`src/rtl/mod_pkg.sv`:
```
// Shared encodings for the modulator phase/address generator.
package mod_pkg;

    localparam logic [1:0] MODE_CARRIER = 2'b00;
    localparam logic [1:0] MODE_ASK     = 2'b01;
    localparam logic [1:0] MODE_FSK     = 2'b10;
    localparam logic [1:0] MODE_BPSK    = 2'b11;

    typedef enum logic {
        StIdle,
        StRun
    } state_e;

endpackage

```
`src/rtl/phase_acc.sv`:
```
// Phase accumulator: FCW select, BPSK half-turn offset and ROM address slice.
module phase_acc
    import mod_pkg::*;
#(
    parameter int unsigned ADDR_WIDTH  = 8,
    parameter int unsigned PHASE_WIDTH = 24
) (
    input  logic                   clk_i,
    input  logic                   rst_i,
    input  logic                   issue_i,
    input  logic                   bit_i,
    input  logic [1:0]             mode_i,
    input  logic [PHASE_WIDTH-1:0] fcw0_i,
    input  logic [PHASE_WIDTH-1:0] fcw1_i,
    output logic [ADDR_WIDTH-1:0]  addr_o
);

    localparam logic [ADDR_WIDTH-1:0] HalfTurn = {1'b1, {(ADDR_WIDTH-1){1'b0}}};

    logic [PHASE_WIDTH-1:0] phase_q, phase_d;
    logic [ADDR_WIDTH-1:0]  addr_q, addr_d;
    logic [PHASE_WIDTH-1:0] fcw;
    logic [ADDR_WIDTH-1:0]  offset;

    always_ff @(posedge clk_i) begin
        if (rst_i) begin
            phase_q <= '0;
            addr_q  <= '0;
        end else begin
            phase_q <= phase_d;
            addr_q  <= addr_d;
        end
    end

    // Address comes from the pre-increment phase, so sample 0 uses the phase left by the last issue.
    always_comb begin
        fcw     = (mode_i == MODE_FSK && bit_i) ? fcw1_i : fcw0_i;
        offset  = (mode_i == MODE_BPSK && bit_i) ? HalfTurn : '0;
        phase_d = phase_q;
        addr_d  = addr_q;
        if (issue_i) begin
            addr_d  = phase_q[PHASE_WIDTH-1 -: ADDR_WIDTH] + offset;
            phase_d = phase_q + fcw;
        end
    end

    assign addr_o = addr_q;

endmodule

```
`src/rtl/mod_phase_gen.sv`:
```
// Symbol-paced ROM address generator: handshake, symbol counter, config shadow and ROM-aligned taps.
module mod_phase_gen
    import mod_pkg::*;
#(
    parameter int unsigned ADDR_WIDTH  = 8,
    parameter int unsigned PHASE_WIDTH = 24,
    parameter int unsigned SPS_WIDTH   = 16
) (
    input  logic                   clk_i,
    input  logic                   rst_i,
    input  logic                   en_i,
    input  logic                   cfg_load_i,
    input  logic [1:0]             cfg_mode_i,
    input  logic [PHASE_WIDTH-1:0] cfg_fcw0_i,
    input  logic [PHASE_WIDTH-1:0] cfg_fcw1_i,
    input  logic [SPS_WIDTH-1:0]   cfg_sps_i,
    input  logic                   bit_in_i,
    input  logic                   bit_valid_i,
    output logic                   bit_ready_o,
    output logic [ADDR_WIDTH-1:0]  rom_addr_o,
    output logic                   addr_valid_o,
    output logic                   sym_strobe_o,
    output logic                   q_valid_o,
    output logic                   amp_gate_o,
    output logic                   underrun_o
);

    state_e state_q, state_d;

    logic [1:0]             mode_q;
    logic [PHASE_WIDTH-1:0] fcw0_q, fcw1_q;
    logic [SPS_WIDTH-1:0]   sps_q, sps_eff;

    logic [SPS_WIDTH-1:0] cnt_q, cnt_d;
    logic                 bit_q, bit_d;
    logic                 addr_valid_q, addr_valid_d;
    logic                 sym_strobe_q, sym_strobe_d;
    logic                 q_valid_q, q_valid_d;
    logic                 amp_gate_q, amp_gate_d;
    logic                 underrun_q, underrun_d;
    logic                 issue, handshake, cnt_zero;

    assign cnt_zero    = (cnt_q == '0);
    assign bit_ready_o = en_i & ((state_q == StIdle) | cnt_zero);
    assign handshake   = bit_valid_i & bit_ready_o;
    assign sps_eff     = (sps_q == '0) ? SPS_WIDTH'(1) : sps_q;

    always_ff @(posedge clk_i) begin
        if (rst_i) begin
            state_q <= StIdle;
        end else begin
            state_q <= state_d;
        end
    end

    always_comb begin
        state_d = state_q;
        unique case (state_q)
            StIdle: if (handshake) state_d = StRun;
            StRun: begin
                if (!en_i) begin
                    state_d = StIdle;
                end else if (cnt_zero && !handshake) begin
                    state_d = StIdle;
                end
            end
            default: state_d = StIdle;
        endcase
    end

    // Dropping en wins over both the last-sample handshake and the underrun flag.
    always_comb begin
        issue      = 1'b0;
        cnt_d      = cnt_q;
        bit_d      = bit_q;
        underrun_d = 1'b0;
        unique case (state_q)
            StIdle: begin
                cnt_d = '0;
                if (handshake) begin
                    issue = 1'b1;
                    bit_d = bit_in_i;
                    cnt_d = sps_eff - SPS_WIDTH'(1);
                end
            end
            StRun: begin
                if (!en_i) begin
                    cnt_d = '0;
                end else if (!cnt_zero) begin
                    issue = 1'b1;
                    cnt_d = cnt_q - SPS_WIDTH'(1);
                end else if (handshake) begin
                    issue = 1'b1;
                    bit_d = bit_in_i;
                    cnt_d = sps_eff - SPS_WIDTH'(1);
                end else begin
                    underrun_d = 1'b1;
                end
            end
            default: cnt_d = '0;
        endcase
        addr_valid_d = issue;
        sym_strobe_d = issue & (cnt_d == '0);
        q_valid_d    = addr_valid_q;
        amp_gate_d   = addr_valid_q & ((mode_q != MODE_ASK) | bit_q);
    end

    always_ff @(posedge clk_i) begin
        if (rst_i) begin
            cnt_q        <= '0;
            bit_q        <= 1'b0;
            addr_valid_q <= 1'b0;
            sym_strobe_q <= 1'b0;
            q_valid_q    <= 1'b0;
            amp_gate_q   <= 1'b0;
            underrun_q   <= 1'b0;
        end else begin
            cnt_q        <= cnt_d;
            bit_q        <= bit_d;
            addr_valid_q <= addr_valid_d;
            sym_strobe_q <= sym_strobe_d;
            q_valid_q    <= q_valid_d;
            amp_gate_q   <= amp_gate_d;
            underrun_q   <= underrun_d;
        end
    end

    // Shadow config only updates between runs so a symbol never sees a mixed setting.
    always_ff @(posedge clk_i) begin
        if (rst_i) begin
            mode_q <= MODE_CARRIER;
            fcw0_q <= '0;
            fcw1_q <= '0;
            sps_q  <= SPS_WIDTH'(1);
        end else if (cfg_load_i && state_q == StIdle) begin
            mode_q <= cfg_mode_i;
            fcw0_q <= cfg_fcw0_i;
            fcw1_q <= cfg_fcw1_i;
            sps_q  <= cfg_sps_i;
        end
    end

    phase_acc #(
        .ADDR_WIDTH (ADDR_WIDTH),
        .PHASE_WIDTH(PHASE_WIDTH)
    ) u_phase_acc (
        .clk_i  (clk_i),
        .rst_i  (rst_i),
        .issue_i(issue),
        .bit_i  (bit_d),
        .mode_i (mode_q),
        .fcw0_i (fcw0_q),
        .fcw1_i (fcw1_q),
        .addr_o (rom_addr_o)
    );

    assign addr_valid_o = addr_valid_q;
    assign sym_strobe_o = sym_strobe_q;
    assign q_valid_o    = q_valid_q;
    assign amp_gate_o   = amp_gate_q;
    assign underrun_o   = underrun_q;

endmodule

```
`config.mk`:
```
export PLATFORM = sky130hd
export DESIGN_NAME = mod_phase_gen
export DESIGN_NICKNAME = d
export VERILOG_FILES = /design/src/rtl/mod_pkg.sv /design/src/rtl/phase_acc.sv /design/src/rtl/mod_phase_gen.sv
export SDC_FILE = /design/constraint.sdc
export NUM_CORES = 1
export LEC_CHECK = 0
export ABC_CLOCK_PERIOD_IN_PS = 6500
export CAP_MARGIN = 25
export CORE_MARGIN = 8
export CORE_UTILIZATION = 45
export DETAILED_ROUTE_END_ITERATION = 12
export HOLD_SLACK_MARGIN = 0.15
export PLACE_DENSITY = 0.68
export SYNTH_ARGS = -nofsm -noshare
export SYNTH_HDL_FRONTEND = slang
export SYNTH_SLANG_ARGS = --single-unit
```
`constraint.sdc`:
```
create_clock -name clk_i -period 6.5 [get_ports clk_i]
set_input_delay 1.3 -clock clk_i [delete_from_list [all_inputs] [get_ports clk_i]]
set_output_delay 1.3 -clock clk_i [all_outputs]
set_load 0.01 [all_outputs]
```
# ---- Word level (Yosys, flattened, before mapping)
# Index checks and enable logic that the tools add are counted.
dict set report totals {
  ff_bits 121
  input_bits 72
  out_inout_bits 14
  word_cells 59
}
dict set report op_classes {
  add_sub_neg 4
  eq_ne 3
  muxes 20
  bitwise_logic 9
  n_reduce_logical 9
}
# operator count
set ops {}
lappend ops {{16-bit two-way mux} 5}
lappend ops {{16-bit logical NOT} 3}
lappend ops {{16-bit case mux with 2 select lines} 1}
lappend ops {{16-bit by 1-bit subtractor with 16-bit output (second input constant)} 2}
lappend ops {{24-bit adder} 1}
lappend ops {{24-bit two-way mux} 1}
lappend ops {{1-bit two-way mux} 9}
lappend ops {{8-bit adder} 1}
lappend ops {{8-bit two-way mux} 1}
lappend ops {{1-bit case mux with 2 select lines} 3}
lappend ops {{1-bit AND} 4}
lappend ops {{2-bit equality test (second input constant)} 2}
lappend ops {{1-bit logical AND} 4}
lappend ops {{4-bit OR reduction} 1}
lappend ops {{1-bit inverter} 3}
lappend ops {{2-bit by 1-bit != test with 1-bit output (second input constant)} 1}
lappend ops {{1-bit bitwise OR} 2}
lappend ops {{1-bit logical NOT} 1}

# ---- Logic depth before layout (Yosys ltp)
dict set report logic_depth {
  depth_word 11
  depth_mapped 18
  mapped_depth_nobuf 18
}

# ---- By module
# Synthesis repeated with hierarchy kept, for this count alone.
dict set report unflattened {
  hier_cells 792
  area_unflattened_um2 6441.2
}
# mod n_inst cells_per_inst area_per_inst_um2 seq_area_each_um2
set modules_own_cells {}
lappend modules_own_cells {mod_phase_gen 1 479 3752.3 1761.7}
lappend modules_own_cells {phase_acc 1 313 2688.8 640.6}

# ---- Least setup slack after synthesis
# OpenSTA, ideal clock, no wires.
dict set report synth_timing {
  path_kind {in2reg}
  from {in bit_valid_i}
  to {reg u_phase_acc.phase_q[22]}
  setup_ns 0.058
  arrival_ns 5.017
  t_required_ns 6.442
  slack_ns 1.425
  path_stages 15
  n_path_buf 2
  path_cell_list {clkbuf_1 nand2_1 o31ai_4 mux2i_1 clkbuf_1 mux2_2 ha_1 o21ai_0 nand2_1 a41oi_1 o21ai_0 a221oi_1 o21ai_0 nor4b_1 a211o_1}
}
dict set report synth_between {
  elab_chain_cells 8
  word_cells_on_any_way 12
  cone_classes {add/sub: 1; mux: 9; bitwise: 1; reduce/logical: 1}
}
# element line_no
set synth_lines {}
lappend synth_lines {{start: declaration} mod_phase_gen.sv:18} ;# input logic bit_valid_i,
lappend synth_lines {{1-bit AND (*)} mod_phase_gen.sv:45} ;# assign handshake = bit_valid_i & bit_ready_o;
lappend synth_lines {{1-bit two-way mux} {mod_phase_gen.sv:80, mod_phase_gen.sv:92}}
lappend synth_lines {{1-bit two-way mux} mod_phase_gen.sv:89} ;# end else if (!cnt_zero) begin
lappend synth_lines {{1-bit two-way mux} mod_phase_gen.sv:87} ;# if (!en_i) begin
lappend synth_lines {{1-bit case mux with 2 select lines} mod_phase_gen.sv:77} ;# unique case (state_q)
lappend synth_lines {{1-bit logical AND} phase_acc.sv:37} ;# fcw = (mode_i == MODE_FSK && bit_i) ? fcw1_i : fcw0_i;
lappend synth_lines {{24-bit two-way mux} phase_acc.sv:37}
lappend synth_lines {{24-bit adder} phase_acc.sv:43} ;# phase_d = phase_q + fcw;
lappend synth_lines {{end signal: assignment} phase_acc.sv:30} ;# phase_q <= phase_d;
lappend synth_lines {{end: declaration} phase_acc.sv:20} ;# logic [PHASE_WIDTH-1:0] phase_q, phase_d;
# Mark *: on every way between the ends. The rest lies on a longest branch, timed or not.
# A chain may end at the register's enable or synchronous reset.

# ---- Worst setup path in the final report
dict set report layout_timing {
  from {in en_i}
  to {reg u_phase_acc.phase_q[22]}
}
dict set report layout_between {
  elab_chain_cells 9
  word_cells_on_any_way 13
  cone_classes {add/sub: 1; mux: 9; bitwise: 2; reduce/logical: 1}
}
# element line_no
set layout_lines {}
lappend layout_lines {{start: declaration} mod_phase_gen.sv:11} ;# input logic en_i,
lappend layout_lines {{1-bit AND} mod_phase_gen.sv:44} ;# assign bit_ready_o = en_i & ((state_q == StIdle) | cnt_zero);
lappend layout_lines {{1-bit AND} mod_phase_gen.sv:45}
lappend layout_lines {{1-bit two-way mux} {mod_phase_gen.sv:80, mod_phase_gen.sv:92}}
lappend layout_lines {{1-bit two-way mux} mod_phase_gen.sv:89}
lappend layout_lines {{1-bit two-way mux} mod_phase_gen.sv:87}
lappend layout_lines {{1-bit case mux with 2 select lines} mod_phase_gen.sv:77}
lappend layout_lines {{1-bit logical AND} phase_acc.sv:37}
lappend layout_lines {{24-bit two-way mux} phase_acc.sv:37}
lappend layout_lines {{24-bit adder} phase_acc.sv:43}
# Several ways; a longest one is shown, not always the timed one.

==> run summary <==
The total congestion overflow came out at 0. The total routing resource utilization after global routing is 18.67%. Among all cell types in the netlist, the one instantiated most often is sky130_fd_sc_hd__nand2_1. The sequential cell area fraction in the yosys report came out at 38.30%.

The final setup violation count came out at 0. The share of flip-flops with an asynchronous set or reset after synthesis is 0%. In this run the post-CTS setup repair buffer count came out at 0. The warning count from the yosys run came out at 0. The time the worst path needs with I/O delays and setup came out at 5507 ps. The type of the setup path with the least slack is in2reg. The number of antenna cells inserted is 0. The core region is 13,770 um2. The share of layout cells above drive strength 1 came out at 8.163%. The overall die height came out at 134.1 um. The first global-routing pass estimated 27.30 mm of wire. The number of nets in the layout is 968. The launching point of the worst reg2reg path is cnt_q[12]. The number of buffers added to fix hold violations after cts is 0. The data required time of the critical path came out at 6870 ps. The tool flagged a number of max-cap violations equal to 0. The final number of hold-violating endpoints is 0. The count of buffers added on input and output ports is 85.

The analysis attributes to cell leakage a power of 3.062 nW. The portion of synthesized area spent on multiplexers is 4.448%. The width of the chip is 134.1 um. The maximum number of buffers from clock root to sink is 2. The last weighted congestion value of the routability-driven placer came out at 0.9690. The ratio of total power to cell area came out at 260.0 nW/um2.

On the worst path, the slowest cell contributes a delay of 710 ps. By area, the combinational part of the netlist is dominated by simple AND/OR/NAND/NOR gates. The growth of design area from synthesis to finish is 25.15%.

The startpoint identified for the worst hold timing path is fcw1_q[14]. Once detail routing completed, the nets flagged for antenna violations numbered 0. The met1 track demand over resource in global routing came out at 21.02%.

Setup repair after global routing left no endpoint under its margin. The startpoint kind of the worst setup timing path is an input pin. The post-synthesis compound-gate area fraction came out at 19.01%. The area of the mapped netlist is 6272 um2.

The flop-to-flop setup slack came out at 1390 ps. The starting density of the core is 45.54%. The worst-path cell with the longest stage delay is sky130_fd_sc_hd__clkdlybuf4s50_1. The xor-xnor portion of the synthesized cell area is 5.027%. The clock-pin slew on the worst setup and hold paths is 60 ps. Entering global routing, the biggest net connects 94 pins.

The layout has 1,297 filler cells. The simple-gate share of the synthesized area is 24.48%. The transition time at the pin with the least slew margin came out at 925.7 ps.

The clock sink count is 120. The number of pins exceeding their max-slew limit in the final report came out at 0. Across the routed clock network, the largest skew measured is 8.166 ps.

The library cell with the largest summed area after synthesis is sky130_fd_sc_hd__dfxtp_1. The post-cts sizing count came out at 0. The flow ran to the end, and the final reports show no timing, DRC or antenna violations.

The worst pin sits at a relative slew slack of 38.29%. Sorting the synthesized cells by how often they occur yields 201 x sky130_fd_sc_hd__nand2_1, 120 x sky130_fd_sc_hd__dfxtp_1, 118 x sky130_fd_sc_hd__a21oi_1. Of the total synthesized cell area, the portion taken by full adders, half adders and majority gates is 5.506%. For this run, the leading register cell type out of synthesis is sky130_fd_sc_hd__dfxtp_1. The share of synthesized area in the top cell type comes to 38.30%. The met2 usage came out at 33.18%. The total via count in the routed design came out at 5,802. In the final routed layout, each cell accounts on average for 15.52 um. Of all nets on the critical path, the largest fanout is 14. The number of cells on the worst reg-to-reg path is 15.

The final setup TNS is 0 ps. TritonCTS built the clock tree. The maximum vdd drop is 0.1795 mV.

The initial DRC count came out at 416. The worst hold path stage count came out at 2. For this design the top-level I/O count stands at 86.

The initial antenna violation count came out at 0. The synthesized flop and latch total is 120. The via count of the first global-routing pass came out at 5,810.

The standard-cell row count came out at 43. By area the synthesized netlist is led by sky130_fd_sc_hd__dfxtp_1 38%, sky130_fd_sc_hd__nand2_1 12%, sky130_fd_sc_hd__a21oi_1 9.4%. The layer flagged by global routing as most heavily used is met2. The share of the clock period used by the worst path came out at 84.72%.

After detailed routing, the number of vias per cell comes to 5.463. In this run the worst hold path is classified as reg2reg. The overall power after layout came out at 0.002041 W. In this run the critical register-to-register path is captured at u_phase_acc.phase_q[22].

The kind of capture point of the worst setup path is a register. The HPWL after detailed placement is 12.13 mm. In this run, synthesis inferred 0 flip-flops with an integrated enable.

The signal on the critical path passes through clkdlybuf4s50_1, nand2_1, o31ai_4, mux2i_2, buf_4, mux2_2, ha_1, a211oi_1, a22oi_1, a41oi_1, o21ai_0, a221oi_1, o21ai_0, nor4b_1, a211o_1. The floorplan step defined a die boundary enclosing 17,970 um2. The final layout contains routed wiring with a total length of 16.48 mm. The later-pin clock latency in the skew report came out at 420 ps.

The global routing usage on met3 is 4.600%. The first-pass detailed-route iteration total is 5. The total nets after synthesis came out at 898.

Dividing the synthesized area by the synthesized cell count gives 7.850 um2. Yosys mapped the design onto 61 distinct sky130hd cell types. Synthesis produced a netlist whose cell count is 799. The cell that appears most often on the critical path is sky130_fd_sc_hd__o21ai_0. The total CTS buffers came out at 17. For this run, the top clock speed supported by timing is 0.1816 GHz. The depth of the CTS H-tree came out at 4.

The tree is rooted in a sky130_fd_sc_hd__clkbuf_16. The number of remaining DRC errors is 0. The arrival time of data at the critical path endpoint is 5870 ps. The path with the worst hold slack has its endpoint at fcw1_q[14].
## routing by layer
| layer | wire, um | vias up |
|---|---|---|
| met5 | 0 | - |
| met3 | 611 | 28 |
| met1 | 7186 | 2720 |
| met4 | 317 | 0 |
| met2 | 8364 | 129 |
| li1 | - | 2925 |
## placed cells by master (no fill, tap or decap), types with 7 or more instances in the layout
cell                              netlist  routed
sky130_fd_sc_hd__xnor2_1               28      28
sky130_fd_sc_hd__o22ai_1                8       8
sky130_fd_sc_hd__xor2_1                 8       8
sky130_fd_sc_hd__nand2_1              201     200
sky130_fd_sc_hd__clkdlybuf4s50_1        0      84
sky130_fd_sc_hd__or3_1                  7       7
sky130_fd_sc_hd__a21oi_1              118     118
sky130_fd_sc_hd__dfxtp_1              120     120
sky130_fd_sc_hd__mux2_2                23      23
sky130_fd_sc_hd__clkbuf_16              0      17
sky130_fd_sc_hd__a21o_1                11      11
sky130_fd_sc_hd__o21ai_0               20      20
sky130_fd_sc_hd__ha_1                  26      26
sky130_fd_sc_hd__nand3_1               14      14
sky130_fd_sc_hd__inv_1                 13      13
sky130_fd_sc_hd__nor3_1                16      16
sky130_fd_sc_hd__nor2_1                35      35
sky130_fd_sc_hd__nor2b_1               16      15
sky130_fd_sc_hd__a211oi_1               7       7
## state kept, by name, indices dropped and copies added (netlist names)
name,count
u_phase_acc.phase_q,24
state_q,1
mode_q,2
sym_strobe_o,1
sps_q,16
bit_q,1
fcw0_q,24
amp_gate_o,1
underrun_o,1
q_valid_o,1
cnt_q,16
fcw1_q,24
u_phase_acc.addr_o,8
## layout make-up
class | instances | area (um2) | area share [%]
repair buffers | 92 | 933.4 | 11.89
clock inverters | 6 | 66.31 | 0.8448
clock buffers | 26 | 489.2 | 6.232
well taps | 180 | 225.2 | 2.869
inverters | 13 | 48.80 | 0.6216
flip-flops and latches | 120 | 2402 | 30.60
multi-input cells | 625 | 3685 | 46.94
## critical path, delay by kind of cell
family | cells | cell delay (ps)
adders and majority gates | 1 | 360
and+or+nand+nor | 2 | 490
muxes | 2 | 820
AOI/OAI and AO/OA | 8 | 1860
buffers and inverters | 2 | 1030
## stage by stage
step | instance area [um2] | utilization, % | hold slack, ps | instances | worst slack, ps
4_1_cts | 7850 | 56.99 | 450.1 | 1062 | 1003
3_5_place_dp | 7295 | 52.96 | 442.8 | 1030 | 586.3
6_report | 7850 | 56.99 | 451.8 | 1062 | 993.0
5_1_grt | 7850 | 56.99 | 468.5 | 1062 | 647.1
2_1_floorplan | 6272 | - | 431.8 | 799 | 1425
3_3_place_gp | 7247 | 52.62 | 444.2 | 1028 | 723.4
## how the worst max path moves through the flow
stage,start,end,slack [ps]
5_1_grt,en_i,u_phase_acc.phase_q[22],650
3_5_place_dp,en_i,u_phase_acc.phase_q[22],590
3_3_place_gp,en_i,u_phase_acc.phase_q[22],720
2_1_floorplan,bit_valid_i,u_phase_acc.phase_q[22],1420
6_report,en_i,u_phase_acc.phase_q[22],990
4_1_cts,en_i,u_phase_acc.phase_q[22],1000
## cells by family after synthesis
logic type | count (synthesis)
fa+ha+maj | 27
xor+xnor | 36
simple gates | 335
mux | 25
compound gates | 202
flops | 120
buf+inv | 54
## report_power, final
| group | internal [W] | switching [W] | total [W] |
|---|---|---|---|
| clock | 0.000555 | 0.000327 | 0.000883 |
| sequential | 0.000776 | 0.0000298 | 0.000806 |
| combinational | 0.000163 | 0.000190 | 0.000352 |
(Power assumes the default switching activity.)
